===== config.mk =====
export PLATFORM = sky130hd
export DESIGN_NAME = roce_mem_cmd_splitter
export DESIGN_NICKNAME = d
export VERILOG_FILES = /design/src/rtl/roce_mem_pkg.sv /design/src/rtl/roce_mem_cmd_splitter.sv
export SDC_FILE = /design/constraint.sdc
export NUM_CORES = 1
export LEC_CHECK = 0
export ABC_AREA = 0
export ABC_CLOCK_PERIOD_IN_PS = 10570
export CAP_MARGIN = 40
export CORE_MARGIN = 2
export CORE_UTILIZATION = 30
export DETAILED_ROUTE_END_ITERATION = 8
export GPL_ROUTABILITY_DRIVEN = 1
export SETUP_SLACK_MARGIN = 0.05
export SLEW_MARGIN = 20
export SYNTH_ARGS = -nofsm -noshare
export SYNTH_HDL_FRONTEND = slang
export SYNTH_SLANG_ARGS = --single-unit

===== constraint.sdc =====
create_clock -name ap_clk -period 10.57 [get_ports ap_clk]
set_input_delay 1.5855 -clock ap_clk [delete_from_list [all_inputs] [get_ports ap_clk]]
set_output_delay 1.5855 -clock ap_clk [all_outputs]
set_load 0.03 [all_outputs]

===== src/rtl/roce_mem_pkg.sv =====
// Shared types and helpers for the RoCEv2 memory command path.
package roce_mem_pkg;

    localparam int unsigned MEM_CMD_W = 96;

    // Memory command as issued by the RoCEv2 core: length in the upper word.
    typedef struct packed {
        logic [31:0] len;
        logic [63:0] addr;
    } mem_cmd_t;

    // Length of the next chunk starting at addr: limited by the bytes left,
    // the distance to the next boundary and the maximum chunk size.
    function automatic logic [31:0] chunk_len(input logic [63:0]  addr,
                                              input logic [31:0]  remaining,
                                              input int unsigned  boundary,
                                              input int unsigned  max_chunk);
        logic [31:0] bnd;
        logic [31:0] mx;
        logic [31:0] to_bnd;
        logic [31:0] lim;
        bnd    = 32'(boundary);
        mx     = 32'(max_chunk);
        // Boundary is at most 4 KiB, so only the low address bits matter.
        to_bnd = bnd - (addr[31:0] & (bnd - 32'd1));
        lim    = (to_bnd < mx) ? to_bnd : mx;
        return (remaining < lim) ? remaining : lim;
    endfunction

endpackage


===== src/rtl/roce_mem_cmd_splitter.sv =====
// Splits memory commands into chunks that never cross a BOUNDARY-byte
// address boundary and never exceed MAX_CHUNK bytes, emitted in address order.
module roce_mem_cmd_splitter
    import roce_mem_pkg::*;
#(
    parameter int unsigned MAX_CHUNK = 4096,
    parameter int unsigned BOUNDARY  = 4096
) (
    input  logic                 ap_clk,
    input  logic                 ap_rst_n,
    input  logic [MEM_CMD_W-1:0] s_axis_cmd_tdata,
    input  logic                 s_axis_cmd_tvalid,
    output logic                 s_axis_cmd_tready,
    output logic [MEM_CMD_W-1:0] m_axis_cmd_tdata,
    output logic                 m_axis_cmd_tlast,
    output logic                 m_axis_cmd_tvalid,
    input  logic                 m_axis_cmd_tready,
    output logic [31:0]          cmd_in_count,
    output logic [31:0]          chunk_out_count,
    output logic [31:0]          zero_len_count
);

    localparam bit BoundaryOk = (BOUNDARY >= 64) && (BOUNDARY <= 4096) &&
                                ((BOUNDARY & (BOUNDARY - 1)) == 0);
    localparam bit MaxChunkOk = (MAX_CHUNK >= 64) && (MAX_CHUNK <= BOUNDARY) &&
                                ((MAX_CHUNK & (MAX_CHUNK - 1)) == 0);

    if (!(BoundaryOk && MaxChunkOk)) begin : g_param_check
        $error("roce_mem_cmd_splitter: illegal BOUNDARY/MAX_CHUNK");
    end

    localparam logic [0:0] StIdle  = 1'b0;
    localparam logic [0:0] StSplit = 1'b1;

    logic [0:0]  state_q, state_d;
    logic        started_q;
    logic [63:0] cur_addr_q, cur_addr_d;
    logic [31:0] remaining_q, remaining_d;
    mem_cmd_t    out_data_q, out_data_d;
    logic        out_last_q, out_last_d;
    logic        out_valid_q, out_valid_d;

    mem_cmd_t    in_cmd;
    logic        in_hs;
    logic        out_hs;
    logic [63:0] src_addr;
    logic [31:0] src_rem;
    logic [31:0] clen;
    logic        load;

    assign in_cmd = s_axis_cmd_tdata;

    // started_q keeps tready low until the first edge after reset release.
    assign s_axis_cmd_tready = started_q && (state_q == StIdle);
    assign in_hs  = s_axis_cmd_tvalid && s_axis_cmd_tready;
    assign out_hs = out_valid_q && m_axis_cmd_tready;

    // One chunk_len instance: fed by the new command in IDLE, by the residue in SPLIT.
    assign src_addr = (state_q == StIdle) ? in_cmd.addr : cur_addr_q;
    assign src_rem  = (state_q == StIdle) ? in_cmd.len  : remaining_q;
    assign clen     = chunk_len(src_addr, src_rem, BOUNDARY, MAX_CHUNK);

    assign m_axis_cmd_tdata  = out_data_q;
    assign m_axis_cmd_tlast  = out_last_q;
    assign m_axis_cmd_tvalid = out_valid_q;

    // Next-state: load a chunk on accept or on a non-final output handshake.
    always_comb begin
        state_d     = state_q;
        cur_addr_d  = cur_addr_q;
        remaining_d = remaining_q;
        out_data_d  = out_data_q;
        out_last_d  = out_last_q;
        out_valid_d = out_valid_q;
        load        = 1'b0;

        if (state_q == StIdle) begin
            if (in_hs && (in_cmd.len != 32'd0)) begin
                load    = 1'b1;
                state_d = StSplit;
            end
        end else begin
            if (out_hs) begin
                if (out_last_q) begin
                    out_valid_d = 1'b0;
                    out_last_d  = 1'b0;
                    state_d     = StIdle;
                end else begin
                    load = 1'b1;
                end
            end
        end

        if (load) begin
            out_data_d.addr = src_addr;
            out_data_d.len  = clen;
            out_last_d      = (src_rem == clen);
            out_valid_d     = 1'b1;
            // Address space wraps silently at 2^64.
            cur_addr_d      = src_addr + {32'd0, clen};
            remaining_d     = src_rem - clen;
        end
    end

    // FSM, working registers and output register.
    always_ff @(posedge ap_clk or negedge ap_rst_n) begin
        if (!ap_rst_n) begin
            state_q     <= StIdle;
            started_q   <= 1'b0;
            cur_addr_q  <= '0;
            remaining_q <= '0;
            out_data_q  <= '0;
            out_last_q  <= 1'b0;
            out_valid_q <= 1'b0;
        end else begin
            state_q     <= state_d;
            started_q   <= 1'b1;
            cur_addr_q  <= cur_addr_d;
            remaining_q <= remaining_d;
            out_data_q  <= out_data_d;
            out_last_q  <= out_last_d;
            out_valid_q <= out_valid_d;
        end
    end

    // Wrapping event counters.
    always_ff @(posedge ap_clk or negedge ap_rst_n) begin
        if (!ap_rst_n) begin
            cmd_in_count    <= '0;
            chunk_out_count <= '0;
            zero_len_count  <= '0;
        end else begin
            if (in_hs) begin
                cmd_in_count <= cmd_in_count + 32'd1;
            end
            if (in_hs && (in_cmd.len == 32'd0)) begin
                zero_len_count <= zero_len_count + 32'd1;
            end
            if (out_hs) begin
                chunk_out_count <= chunk_out_count + 32'd1;
            end
        end
    end

endmodule

# After elaboration in Yosys (flattened, before gate mapping)
# Cells that the tools add are included.
# op_classes
n_reduce_logical	12
bitwise	1
n_mux	17
eq_ne	1
addsub	6
order_cmp	2
# ops
op	count
$add A32 B1 Y32 const B	3
$mux W32	3
$add A64 B32 Y64	1
$mux W64	1
$eq A32 B32 Y1	1
$logic_not A32 Y1	1
$lt A32 B13 Y1 const B	1
$lt A32 B32 Y1	1
$reduce_bool A32 Y1	1
$sub A32 B32 Y32	1
$sub A13 B12 Y14 const A	1
$mux W1	13
$reduce_bool A2 Y1	3
$logic_and A1 B1 Y1	5
$reduce_and A3 Y1	1
$reduce_and A2 Y1	1
$not A1 Y1	1
# totals
word_cells	50
register_bits	292
output_inout_bits	195
inputBits	100

# Logic depth before layout (Yosys ltp)
# depth
depth_word	8
ltp_mapped	34

# Worst setup path after synthesis
# No wires, ideal clock.
# synth_path
kind	input to register
start	in s_axis_cmd_tdata[1]
end	reg remaining_q[14]
required_ns	10.476
arrival_ns	7.993
setup_slack_ns	2.484
setup_time_ns	0.094
cell_stages	28
path_cell_list	mux2i_1 > ha_1 > o21ai_0 > or4b_1 > clkbuf_1 > nand2_1 > ha_1 > a21o_1 > a21oi_1 > nor2b_1 > o21ai_0 > or4b_4 > buf_6 > a21oi_4 > buf_2 > mux2i_1 > ha_1 > inv_1 > fa_1 > a21o_1 > a21oi_1 > o21bai_1 > a2111oi_0 > o31ai_1 > and2_1 > a2111oi_0 > o22ai_1 > a211oi_1
# synth_between
elab_chain_len	7
# synth_lines
item	line	text
from (decl)	roce_mem_cmd_splitter.sv:11	input logic [MEM_CMD_W-1:0] s_axis_cmd_tdata,
$mux W64 *	roce_mem_cmd_splitter.sv:59	assign src_addr = (state_q == StIdle) ? in_cmd.addr : cur_addr_q;
$sub A13 B12 Y14 *	roce_mem_pkg.sv:25	to_bnd = bnd - (addr[31:0] & (bnd - 32'd1));
$lt A32 B13 Y1	roce_mem_pkg.sv:26	lim = (to_bnd < mx) ? to_bnd : mx;
$mux W32 *	roce_mem_pkg.sv:26	
$lt A32 B32 Y1	roce_mem_pkg.sv:27	return (remaining < lim) ? remaining : lim;
$mux W32 *	roce_mem_pkg.sv:27	
named net clen[0]	roce_mem_cmd_splitter.sv:48	logic [31:0] clen;
$sub A32 B32 Y32 *	roce_mem_cmd_splitter.sv:101	remaining_d = src_rem - clen;
to (signal assigned)	roce_mem_cmd_splitter.sv:119	remaining_q <= remaining_d;
to (decl)	roce_mem_cmd_splitter.sv:38	logic [31:0] remaining_q, remaining_d;
# The timed path passes the listed nets; every way through them passes the cells marked *.
# A chain may end at the register's enable or synchronous reset.

# Worst setup path after layout
# layout_path
start	in s_axis_cmd_tdata[1]
end	reg remaining_q[30]
# The elaborated chain is that of the path after synthesis.

==> metrics.txt <==
Critical Path Source Type input pin; Comb power frac 0.039; Clock power frac 0.532; post-CTS resize count 0; Row Count 88; Final setup viols 0; area leader, netlist dfrtp_1; Die Y 247 um; Clock Tree Buf Depth 3; multiplexer area fraction after synthesis 0.0860; PnR worst setup slack 1.55 ns; Avg Cell Area, Syn 9.31 um2; Clock Skew 0.0163 ns; asr flop ratio synth 1.00; Req. time, crit path 11.00 ns; Die W 247 um; DRT Wirelength 54,500 um; TritonCTS clock tree built; layout cell share with drive strength beyond 1 0.0818; Worst Setup Slack post-DPL 1.11 ns; Initial Util 0.305; CP Max Fanout 24; hold_buf cts 0; post-synthesis compound-gate area fraction 0.137; post-DP HPWL 39,900 um; antenna-violating nets left 0; peak supply drop 0.0871 mV; switch share 0.222; gpl congestion 0.867; Top FF cell, synth dfrtp_1; Yosys top cell area share 0.414; Layout area overhead 29.7%; Final Max Tran Viols 0; net switching power 0.578 mW; Starting DRT DRC Count 997; first-pass GRT wire length 85,600 um; Synth Register Bits 292; fin nets 2,349; yosys warns 0; EDFF count, synth 0; Peak Freq 0.111 GHz; Final Non-Filler Cells 2,979; number of distinct library cells after synthesis 79; full die area 60,800 um2; delay-heaviest family, CP compound AO/OA/AOI/OAI gates; Inst Count DP 2,910; Layout fillers 5,759; H-tree depth 2; list of most frequent post-synthesis cells dfrtp_1, nor2_1, nand2_1; CTS Root Buffer Type clkbuf_16; most numerous cell on the critical path ha_1; largest family of logic cells by synthesized area simple AND/OR/NAND/NOR gates; XOR/XNOR share of the synthesized area 0.0928; TritonRoute pass-1 iters 7; Worst Path Arrival 9.45 ns; Setup Total Neg Slack 0 ns; remaining global-route overflow 0; wire per inst 18.3 um; Post-Synth Adder-Cell Area 0.0455; CTS Sinks 292; P_int 2.03 mW; initial antenna violation count 10; total track usage 0.177; crit share post-route 0.853; vias per cell 5.15; io pins 295; Max stage delay on crit path 0.82 ns; pin count of the biggest net entering global routing 129; final instance area 22,900 um2; simple-gate share of the synthesized area 0.196; PortBufs 294; Rel. slew slack 0.393; min Tclk post-route 9.02 ns; ranking of synthesized cells by area dfrtp_1, xnor2_1, nor2_1; most common cell in the netlist dfrtp_1; clock insertion delay at the later pin of the skew report 0.56 ns; area of placed instances 21,600 um2; Worst Path Buf+Inv 3; Mapped Area 17,700 um2; CP Capture Type register; core box area 57,900 um2; Pleak 10.1 nW; cell count after synthesis 1,896; PD cells 114 nW/um2; DRC viols 0; Post-CTS Setup Bufs 0; hold crit path type register to register; RSZ-0062 raised after global routing no; vias in the first global route 15,251; register area 7310 um2; sequential power share 0.429; sequential-to-total area share from yosys stat 0.414; CP max-delay cell or4b_1; status complete, no violations; CTS clk-pin slew, worst paths 0.06 ns; Worst-Margin Slew 0.910 ns; area of the multi-input gates 9940 um2; max_cap viols 0; TritonCTS Buffers 38; routed via count 15,355; Crit Path Class input pin to register; Final Hold Viols 0
==> worst paths after layout <==
check | start | to | slack (ns) | cells after the start
worst max-delay path | s_axis_cmd_tdata[1] | remaining_q[30]$_DFFE_PN0P_ | 1.55 | 26
worst min-delay path | chunk_out_count[31]$_DFFE_PN0P_ | chunk_out_count[31]$_DFFE_PN0P_ | 0.47 | 1
worst max register to register | state_q$_DFF_PN0_ | remaining_q[30]$_DFFE_PN0P_ | 1.84 | 25
worst min register to register | chunk_out_count[31]$_DFFE_PN0P_ | chunk_out_count[31]$_DFFE_PN0P_ | 0.47 | 1
max in group asynchronous | ap_rst_n | cur_addr_q[15]$_DFFE_PN0P_ | 7.57 | 4
min in group asynchronous | ap_rst_n | chunk_out_count[4]$_DFFE_PN0P_ | 1.12 | 1
==> metal layers <==
metal	vias to the layer above	wire length (um)	GRT usage
met5	-	116	0
met4	18	1350	0.0510
met3	104	3990	0.0504
met2	424	24900	0.284
met1	7477	24200	0.230
li1	7332	-	-
==> cell usage in the layout (no fill, tap or decap), types with 18 or more instances in the layout <==
cell type,netlist,layout
and3_1,26,26
nand2_1,163,163
nor2_1,212,209
mux2i_1,73,73
a21o_1,33,33
nand2b_1,22,22
nor3_1,36,36
ha_1,61,61
a211oi_1,29,29
mux2_2,70,70
conb_1,2,20
nand4_1,34,34
and2_1,29,29
clkbuf_16,0,39
o21ai_0,57,56
clkdlybuf4s50_1,0,293
xor2_1,63,63
dfrtp_1,292,291
inv_1,37,37
xnor2_1,124,124
nor4_1,18,18
a21oi_1,138,136
nand3_1,92,92
==> metrics by stage <==
stage	utilization	hold WS [ns]	power, mW
after CTS	0.395	0.475	2.66
after floorplan	-	0.433	1.16
after global routing	0.396	0.491	2.71
after detailed placement	0.372	0.459	1.24
final	0.396	0.469	2.61
after global placement	0.370	0.447	1.24
==> state kept, by name, indices dropped and copies added, names as in the netlist <==
signal and count:
m_axis_cmd_tvalid 1, started_q 1, cmd_in_count 32, state_q 1, zero_len_count 32, chunk_out_count 32, m_axis_cmd_tlast 1, m_axis_cmd_tdata 96
cur_addr_q 64, remaining_q 32
==> power by group through the flow <==
stage | clock, mW | sequential (mW) | combinational, mW
final | 1.39 | 1.12 | 0.102
after global routing | 1.48 | 1.12 | 0.113
after CTS | 1.43 | 1.12 | 0.104
after detailed placement | 0 | 1.14 | 0.104
after global placement | 0 | 1.14 | 0.0998
after floorplan | 0 | 1.14 | 0.0220
==> final cells by class <==
class | instances | area share
flip-flops and latches | 292 | 0.319
inverters | 37 | 0.00606
clock inverters | 18 | 0.0111
diodes | 1 | 0.000109
multi-input cells | 1499 | 0.434
clock buffers | 49 | 0.0469
repair buffers | 318 | 0.141
well taps | 765 | 0.0418
==> logic make-up after synthesis <==
group / after synthesis
compound gates: 375
xor+xnor: 187
fa+ha+maj: 63
buf+inv: 123
flops: 292
mux: 143
other cells: 2
simple gates: 711
==> worst reg2reg max path: stages, from the launching register on <==
cell	delay [ns]
dfrtp_4	0.94
mux2i_1	0.63
ha_1	0.27
o21ai_0	0.21
or4b_1	0.82
nand2_1	0.24
ha_1	0.27
a21o_1	0.16
a21oi_1	0.17
nor2b_1	0.06
o21ai_0	0.13
or4b_4	0.65
a21oi_4	0.21
buf_4	0.29
mux2_2	0.41
inv_1	0.07
ha_1	0.27
a21o_1	0.20
a21oi_1	0.23
o21bai_1	0.12
a2111oi_0	0.67
o31ai_1	0.27
a21boi_1	0.62
and3_1	0.31
xnor2_1	0.08
a221oi_1	0.31
No activity file was read; power rests on OpenSTA's default activity.
